--- config.mk ---
export PLATFORM = sky130hd
export DESIGN_NAME = hf4137_4_2_encoder
export DESIGN_NICKNAME = d
export VERILOG_FILES = /design/src/rtl/hf4137_4_2_encoder.sv
export SDC_FILE = /design/constraint.sdc
export NUM_CORES = 1
export LEC_CHECK = 0
export CAP_MARGIN = 20
export CORE_MARGIN = 2
export CORE_UTILIZATION = 40
export DETAILED_ROUTE_END_ITERATION = 8
export PLACE_DENSITY = 0.68
export SETUP_SLACK_MARGIN = 0.15
export SLEW_MARGIN = 20
export SYNTH_ARGS = -nofsm -noshare
export SYNTH_HDL_FRONTEND = slang
export SYNTH_SLANG_ARGS = --single-unit
--- constraint.sdc ---
create_clock -name clk -period 1.3 [get_ports clk]
set_input_delay 0.26 -clock clk [delete_from_list [all_inputs] [get_ports clk]]
set_output_delay 0.26 -clock clk [all_outputs]
set_load 0.01 [all_outputs]
--- src/rtl/hf4137_4_2_encoder.sv ---
// hf4137_4_2_encoder: sequential 4-to-2 encoder for active-low request
// lines, with a valid/ready output, fixed or round-robin priority and overflow.
module hf4137_4_2_encoder #(
  parameter bit ROUND_ROBIN = 1'b0
) (
  input  logic       clk,
  input  logic       rst,
  input  logic [3:0] req_n,
  input  logic       en_n,
  input  logic       out_ready,
  input  logic       ovf_clr,
  output logic       out_valid,
  output logic [1:0] out_code,
  output logic       any_pend,
  output logic       ovf
);

  typedef enum logic {
    IDLE  = 1'b0,
    OFFER = 1'b1
  } state_t;

  logic [3:0] req_s1_q, req_s1_d;
  logic [3:0] req_s2_q, req_s2_d;
  logic [3:0] req_prev_q, req_prev_d;
  logic       en_s1_q, en_s1_d;
  logic       en_s2_q, en_s2_d;
  logic [3:0] pend_q, pend_d;
  state_t     state_q, state_d;
  logic [1:0] code_q, code_d;
  logic [1:0] last_q, last_d;
  logic       any_pend_q, any_pend_d;
  logic       ovf_q, ovf_d;

  logic [3:0] edge_v;
  logic [3:0] acc_v;
  logic       accept;

  // Highest set index wins.
  function automatic logic [1:0] pick_hi(input logic [3:0] v);
    logic [1:0] r;
    r = 2'd0;
    for (int k = 0; k < 4; k++) begin
      if (v[k]) r = 2'(k);
    end
    return r;
  endfunction

  // First set index searching upward from s, wrapping 3 -> 0.
  function automatic logic [1:0] pick_rr(
    input logic [3:0] v,
    input logic [1:0] s
  );
    logic [1:0] r;
    logic [1:0] i;
    r = s;
    for (int k = 3; k >= 0; k--) begin
      i = s + 2'(k);
      if (v[i]) r = i;
    end
    return r;
  endfunction

  function automatic logic [1:0] pick(
    input logic [3:0] v,
    input logic [1:0] lst
  );
    if (ROUND_ROBIN) return pick_rr(v, lst + 2'd1);
    return pick_hi(v);
  endfunction

  // Synchronisers, edge detect, pending set/clear, overflow and offer FSM.
  always_comb begin
    req_s1_d   = req_n;
    req_s2_d   = req_s1_q;
    req_prev_d = req_s2_q;
    en_s1_d    = en_n;
    en_s2_d    = en_s1_q;

    edge_v = ~req_s2_q & req_prev_q & {4{~en_s2_q}};
    accept = (state_q == OFFER) && out_ready;
    acc_v  = accept ? (4'b0001 << code_q) : 4'b0000;
    pend_d = (pend_q & ~acc_v) | edge_v;

    ovf_d = ovf_q;
    if (ovf_clr) ovf_d = 1'b0;
    if (|(edge_v & pend_q & ~acc_v)) ovf_d = 1'b1;

    last_d  = accept ? code_q : last_q;
    state_d = state_q;
    code_d  = code_q;

    unique case (state_q)
      IDLE: begin
        if (|pend_q) begin
          code_d  = pick(pend_q, last_q);
          state_d = OFFER;
        end
      end
      OFFER: begin
        if (accept) begin
          if (|pend_d) begin
            code_d = pick(pend_d, code_q);
          end else begin
            state_d = IDLE;
          end
        end
      end
      default: state_d = IDLE;
    endcase

    any_pend_d = (|pend_d) | (state_d == OFFER);
  end

  // State registers; reset drops the offer and every pending event.
  always_ff @(posedge clk) begin
    if (rst) begin
      req_s1_q   <= 4'hF;
      req_s2_q   <= 4'hF;
      req_prev_q <= 4'hF;
      en_s1_q    <= 1'b1;
      en_s2_q    <= 1'b1;
      pend_q     <= 4'h0;
      state_q    <= IDLE;
      code_q     <= 2'd0;
      last_q     <= 2'd3;
      any_pend_q <= 1'b0;
      ovf_q      <= 1'b0;
    end else begin
      req_s1_q   <= req_s1_d;
      req_s2_q   <= req_s2_d;
      req_prev_q <= req_prev_d;
      en_s1_q    <= en_s1_d;
      en_s2_q    <= en_s2_d;
      pend_q     <= pend_d;
      state_q    <= state_d;
      code_q     <= code_d;
      last_q     <= last_d;
      any_pend_q <= any_pend_d;
      ovf_q      <= ovf_d;
    end
  end

  assign out_valid = (state_q == OFFER);
  assign out_code  = code_q;
  assign any_pend  = any_pend_q;
  assign ovf       = ovf_q;

endmodule

==> metrics.md, run 1 <==
| Metric | Value |
|---|---|
| Status | `finished with violations` |
| Largest net degree at the start of global routing | `16` |
| Clk pwr share | `0.261` |
| Clk pin slew, worst setup/hold paths | `0.13 ns` |
| PD cells | `984 nW/um^2` |
| Min Clock Period, post-route | `1.57 ns` |
| RSZ-0062 raised after global routing | `yes` |
| Core area | `2000 sq um` |
| Yosys top cell area share | `0.529` |
| # diodes | `0` |
| Worst-margin pin slew | `about 0.37 ns` |
| Num ports | `14` |
| Leak pwr | `0.521 nW` |
| Crit path max fanout | `4` |
| Initial drt markers | `3` |
| Initial antenna violation count | `0` |
| Int Pwr | `between 0.9 and 1 mW` |
| Crit Path Class | `reg -> reg` |
| P_sw | `about 0.33 mW` |
| Sequential share of power | `0.577` |
| Clock buffer depth | `2` |
| Clk Latency, worst-skew pair | `between 0.3 and 0.4 ns` |
| Die X | `50.7 um` |
| CP max stage cell | `dfxtp_2` |
| Most used flip-flop cell after synthesis | `dfxtp_1` |
| Sequential cell area | `between 400 and 500 sq um` |
| FMAX | `approximately 640 MHz` |
| Max_cap viols | `0` |
| Vias in the first global route | `771` |
| Setup violations, final | `6` |
| Final WS setup | `-0.273 ns` |
| Yosys cell types | `27` |
| Violated checks | `setup timing` |
| Full die area | `2570 sq um` |
| CTS root buf | `clkbuf_4` |
| Area Overhead vs Synth | `51.9%` |
| ANT nets after route | `0` |
| Synth Area per Inst | `roughly 10 sq um` |
| Gr usage total | `0.175` |
| Most common cell in the netlist | `dfxtp_1` |
| Post-synthesis async set-or-reset flop share | `0` |
| # fillers | `around 160` |
| Nets | `between 100 and 150` |
| Critical Path Max Stage Delay | `0.35 ns` |
| First-pass GRT wire length | `3.33 mm` |
| Ranking of synthesized cells by area | `dfxtp_1 (53%), or2_2 (10%), nor3b_1 (3.4%), a21oi_2 (3.0%), nor2_1 (2.6%)` |
| DRC viols | `0` |
| Post-Layout Cell Count | `roughly 150` |
| Cell area after synthesis | `between 800 and 900 sq um` |
| Max-slew violations | `0` |
| Hold-fix buffers, CTS | `0` |
| Post-synth EDFFs | `0` |
| Dpl hpwl | `roughly 1.2 mm` |
| Rel. slew slack | `0.754` |
| Worst path cell trace | `buf_6, nand4b_1, a21oi_2, nand4_4, buf_4, o21ai_2, a21oi_1` |
| Peak VDD IR | `about 0.58 mV` |
| Cts bufs inserted | `3` |
| Final wirelength | `approximately 2.1 mm` |
| Clock Sinks | `23` |
| Area of the multi-input gates | `roughly 440 sq um` |
| Total gr overflow | `0` |
| Critical path capture point type | `flop` |
| Vias after detailed routing | `a little under 800` |
| Commonest cells in the synthesized netlist | `dfxtp_1 (23), or2_2 (14), nor2_1 (6)` |
| Drt pass-1 iters | `4` |
| Final hold vios | `0` |
| IO Port Bufs | `13` |
| Final Skew | `0.00839 ns` |
| Placer Congestion | `a little over 0.9` |
| Critical path required time | `~1.5 ns` |
| Drt wl/cell | `13.7 um` |
| WP data arrival | `about 1.8 ns` |
| Synth Register Bits | `23` |
| Final period util | `1.21` |
| Final core utilization | `0.661` |
| Gate power share | `0.162` |
| H-tree levels | `1` |
| Min-delay worst type | `reg -> reg` |
| Switching Fraction | `0.255` |
| Initial core utilization | `0.435` |
| Startpoint Class | `flop` |
| Worst slack, placed | `-0.615 ns` |
| Leading area contributor after synthesis | `dfxtp_1` |
| Syn Inst Count | `85` |
| CTS tree | `built` |
| Die height | `just over 50 um` |
| Synthesis Warnings | `0` |
| Share of cells above drive strength 1 | `0.524` |
| Sequential share of the synthesized area | `0.529` |
| Row count | `16` |
| Vias per cell | `about 5.1` |
| Placed Instances | `about 140` |
| Syn_nets | `94` |
==> worst max-delay path, delay by kind of cell, from the launching register on <==
kind / cells / cell delay (ns)
simple gates: 2 / 0.37
compound gates: 3 / 0.48
buf+inv: 2 / 0.28
flops: 1 / 0.35
==> placed cells by master (no fill, tap or decap), types with 2 or more instances in the layout <==
cell type        count
dfxtp_4              2
dfxtp_2              2
clkdlybuf4s50_1      7
nor2_1               4
clkbuf_4             3
nand3_1              2
nand4b_1             2
mux2i_1              2
nand2_1              2
or2b_1               2
a21oi_1              3
nor3b_1              4
nor3_1               2
inv_1                3
buf_4               16
a21oi_2              3
dfxtp_1             19
buf_6               12
or2_2               14
==> through the flow <==
step	setup TNS (ns)	hold WS, ns	power (mW)	area, sq um
floorplan	-0.157	0.364	0.856	883
global placement	-3.04	0.391	0.935	1150
detailed placement	-3.30	0.397	0.939	1150
CTS	-0.866	0.429	1.28	1270
global route	-1.62	0.438	1.37	1320
finish	-1.21	0.426	1.30	1320
==> power groups by stage <==
stage | Combinational (mW) | Clock, mW | Sequential [mW]
floorplan | 0.0906 | 0 | 0.766
global placement | 0.170 | 0 | 0.765
detailed placement | 0.173 | 0 | 0.767
CTS | 0.191 | 0.343 | 0.750
global route | 0.227 | 0.383 | 0.754
finish | 0.211 | 0.340 | 0.751
==> logic make-up (layout without fill, tap and decap cells) <==
group           after synthesis  count (layout)  synth area share
simple gates                 40              40             0.287
compound gates               14              14             0.126
flops                        23              23             0.529
buf+inv                       6              45            0.0345
mux                           2               2            0.0230
==> what timing repair did <==
| action | 4_1_cts | 5_1_grt |
|---|---|---|
| pin swaps | 5 | 7 |
| buffers inserted | 7 | 2 |
| gates resized for setup | 36 | 10 |
| endpoints found under the setup margin | 12 | 10 |
==> sequential cells by signal (all words and copies together) (netlist names) <==
register and count:
req_s1_q 4, en_s2_q 1, req_prev_d 4, en_s1_q 1
ovf 1, pend_q 4, req_prev_q 4, out_valid 1
out_code 2, any_pend 1
==> layer usage <==
metal	vias up	global-route usage	part of all wire
li1	372	-	-
met1	376	0.215	0.42
met2	15	0.287	0.52
met3	8	0.0268	0.026
met4	0	0.104	0.032
met5	-	0	0
==> final timing paths <==
path                                 start              endpoint  slack (ns)  cells after the start
setup / recovery  out_code[1]$_SDFFE_PP0P_  out_valid$_SDFF_PP0_       -0.27                      7
hold / removal          en_s1_q$_SDFF_PP1_    en_s2_q$_SDFF_PP1_        0.43                      1
setup reg to reg  out_code[1]$_SDFFE_PP0P_  out_valid$_SDFF_PP0_       -0.27                      7
hold reg to reg         en_s1_q$_SDFF_PP1_    en_s2_q$_SDFF_PP1_        0.43                      1
==> cell type report <==
type	instances	area share
flip-flops and latches	23	0.356
multi-input cells	56	0.329
repair buffers	38	0.260
well taps	27	0.0255
clock buffers	3	0.0170
inverters	3	0.00851
clock inverters	1	0.00378
No activity file was read; power rests on OpenSTA's default activity.
==> run 2: changes to the inputs <==
CTS_CLUSTER_SIZE = 12   (was default)
PLACE_DENSITY = 0.66   (was 0.68)
clock period = 1.7 ns   (was 1.3 ns; I/O delays follow)
==> run 2 against run 1 <==
The run now ends clean. Clock power decreased by 25%. Maximum frequency increased by 2.0%. Global-route usage decreased by 2.7 points. Critical path type unchanged. Critical endpoint is now out_code[1]$_SDFFE_PP0P_. Largest power group unchanged.
==> metrics.md, run 2 (synthesis gave the netlist of run 1 again) <==
| Metric | Value |
|---|---|
| Status | `finished, final reports clean` |
| Cts bufs inserted | `3` |
| Post-Layout Cell Count | `140` |
| Max_cap viols | `0` |
| Clock Sinks | `23` |
| Initial antenna violation count | `0` |
| Gr usage total | `0.147` |
| Worst Hold Margin | `between 0.4 and 0.5 ns` |
| H-tree levels | `1` |
| Top Usage Layer GRT | `met2` |
| Initial core utilization | `0.435` |
| Critical path required time | `1.95 ns` |
| Rel. slew slack | `0.754` |
| Row count | `16` |
| Met3 usage in global routing | `0.0625` |
| PD cells | `812 nW/um^2` |
| Drt wl/cell | `roughly 12 um` |
| Largest net degree at the start of global routing | `15` |
| Final hold vios | `0` |
| WP data arrival | `around 1.8 ns` |
| CTS tree | `built` |
| Dpl hpwl | `between 1 and 1.5 mm` |
| Core area | `2000 sq um` |
| First-pass GRT wire length | `~2.8 mm` |
| Num ports | `14` |
| Most frequent cells in the layout | `dfxtp_1 (20), or2_2 (14), buf_4 (13)` |
| Crit Path Class | `reg -> reg` |
| # diodes | `0` |
| Clk pin slew, worst setup/hold paths | `about 0.13 ns` |
| Drt pass-1 iters | `3` |
| Nets | `roughly 120` |
| Clk Latency, worst-skew pair | `0.31 ns` |
| Die height | `between 50 and 60 um` |
| Final wirelength | `~1.7 mm` |
| ANT nets after route | `0` |
| RSZ-0062 raised after global routing | `yes` |
| Die X | `50.7 um` |
| Total gr overflow | `0` |
| Hold-fix buffers, CTS | `0` |
| Max-slew violations | `0` |
| Startpoint Class | `flop` |
| DRC viols | `0` |
| Initial drt markers | `19` |
| Critical path capture point type | `flop` |
| FMAX | `about 650 MHz` |
| Leak pwr | `0.483 nW` |
| CTS root buf | `clkbuf_4` |
| Peak VDD IR | `about 0.56 mV` |
| Worst-margin pin slew | `about 0.37 ns` |
| Min-delay worst type | `reg -> reg` |
| Full die area | `between 2000 and 3000 sq um` |
| Leading cell type in the layout, fill and taps excluded | `dfxtp_1` |
| Setup violations, final | `0` |
| Min Clock Period, post-route | `between 1.5 and 2 ns` |
| Placed Instances | `about 130` |
| IO Port Bufs | `13` |
| Final Skew | `between 0.009 and 0.01 ns` |
| Placer Congestion | `0.939` |
| Crit path max fanout | `5` |
| Final period util | `0.907` |
| Vias per cell | `4.80` |
| Clock buffer depth | `2` |
| Vias after detailed routing | `672` |
| Area Overhead vs Synth | `36.4%` |
| Met1 Use GR | `0.173` |
| Share of cells above drive strength 1 | `0.398` |
| Grt met2 use | `0.239` |
| Vias in the first global route | `~650` |
-- run 2: where the power goes --
group / internal, mW / switching, mW / total (mW)
Combinational: 0.0805 / 0.0577 / 0.138
Sequential: 0.560 / 0.0121 / 0.572
Clock: 0.0898 / 0.164 / 0.254
Total: 0.730 / 0.234 / 0.964
-- run 2: area by class of cell --
cell class | count | area [sq um]
Clock inverter | 1 | 7.51
Sequential cell | 23 | 469
Tap cell | 27 | 33.8
Multi-Input combinational cell | 56 | 403
Timing Repair Buffer | 27 | 240
Inverter | 3 | 11.3
Fill cell | 176 | 815
Clock buffer | 3 | 22.5
-- run 2: path summary, 6_finish.rpt --
path	slack [ns]	endpoint	start	depth (start not counted)
min reg2reg	0.43	req_prev_d[0]$_SDFF_PP1_	req_s1_q[0]$_SDFF_PP1_	1
max	0.16	out_code[1]$_SDFFE_PP0P_	out_code[1]$_SDFFE_PP0P_	6
min	0.43	req_prev_d[0]$_SDFF_PP1_	req_s1_q[0]$_SDFF_PP1_	1
max reg2reg	0.16	out_code[1]$_SDFFE_PP0P_	out_code[1]$_SDFFE_PP0P_	6
-- run 2: layer usage --
metal  up-vias  routed length (um)
met1       302                 778
li1        352                   -
met5         -                   0
met2        16                 799
met3         2                  85
met4         0                   8
-- run 2: worst max-delay path: stages, from the launching register on --
cell and delay (ns):
dfxtp_2 0.34, buf_4 0.14, nand4bb_1 0.22, a21oi_2 0.20, nand4_2 0.17, a31oi_4 0.20
mux2i_1 0.20
-- run 2: what timing repair did --
item                                    in CTS  in global routing
resized for setup                           11                  4
hold endpoints to repair                     0                  0
pin swaps                                    7                  0
endpoints found under the setup margin       6                  5
buffers inserted                             4                  0
-- run 2: metrics by stage --
step / util / instance area (sq um) / setup TNS (ns) / worst slack (ns) / power [mW]
6_report: 0.593 / 1190 / 0 / 0.158 / 0.964
5_1_grt: 0.593 / 1190 / 0 / 0.0686 / 1.02
4_1_cts: 0.586 / 1170 / 0 / 0.123 / 0.974
3_5_place_dp: 0.545 / 1090 / -0.880 / -0.310 / 0.703
3_3_place_gp: 0.545 / 1090 / -0.849 / -0.282 / 0.702
2_1_floorplan: - / 871 / 0 / 0.171 / 0.649
==> run 3: changes to the inputs <==
CTS_CLUSTER_DIAMETER = 80   (was default)
==> results of run 3 <==
Same layout as run 2: the final DEF is identical, and so are final timing and power.
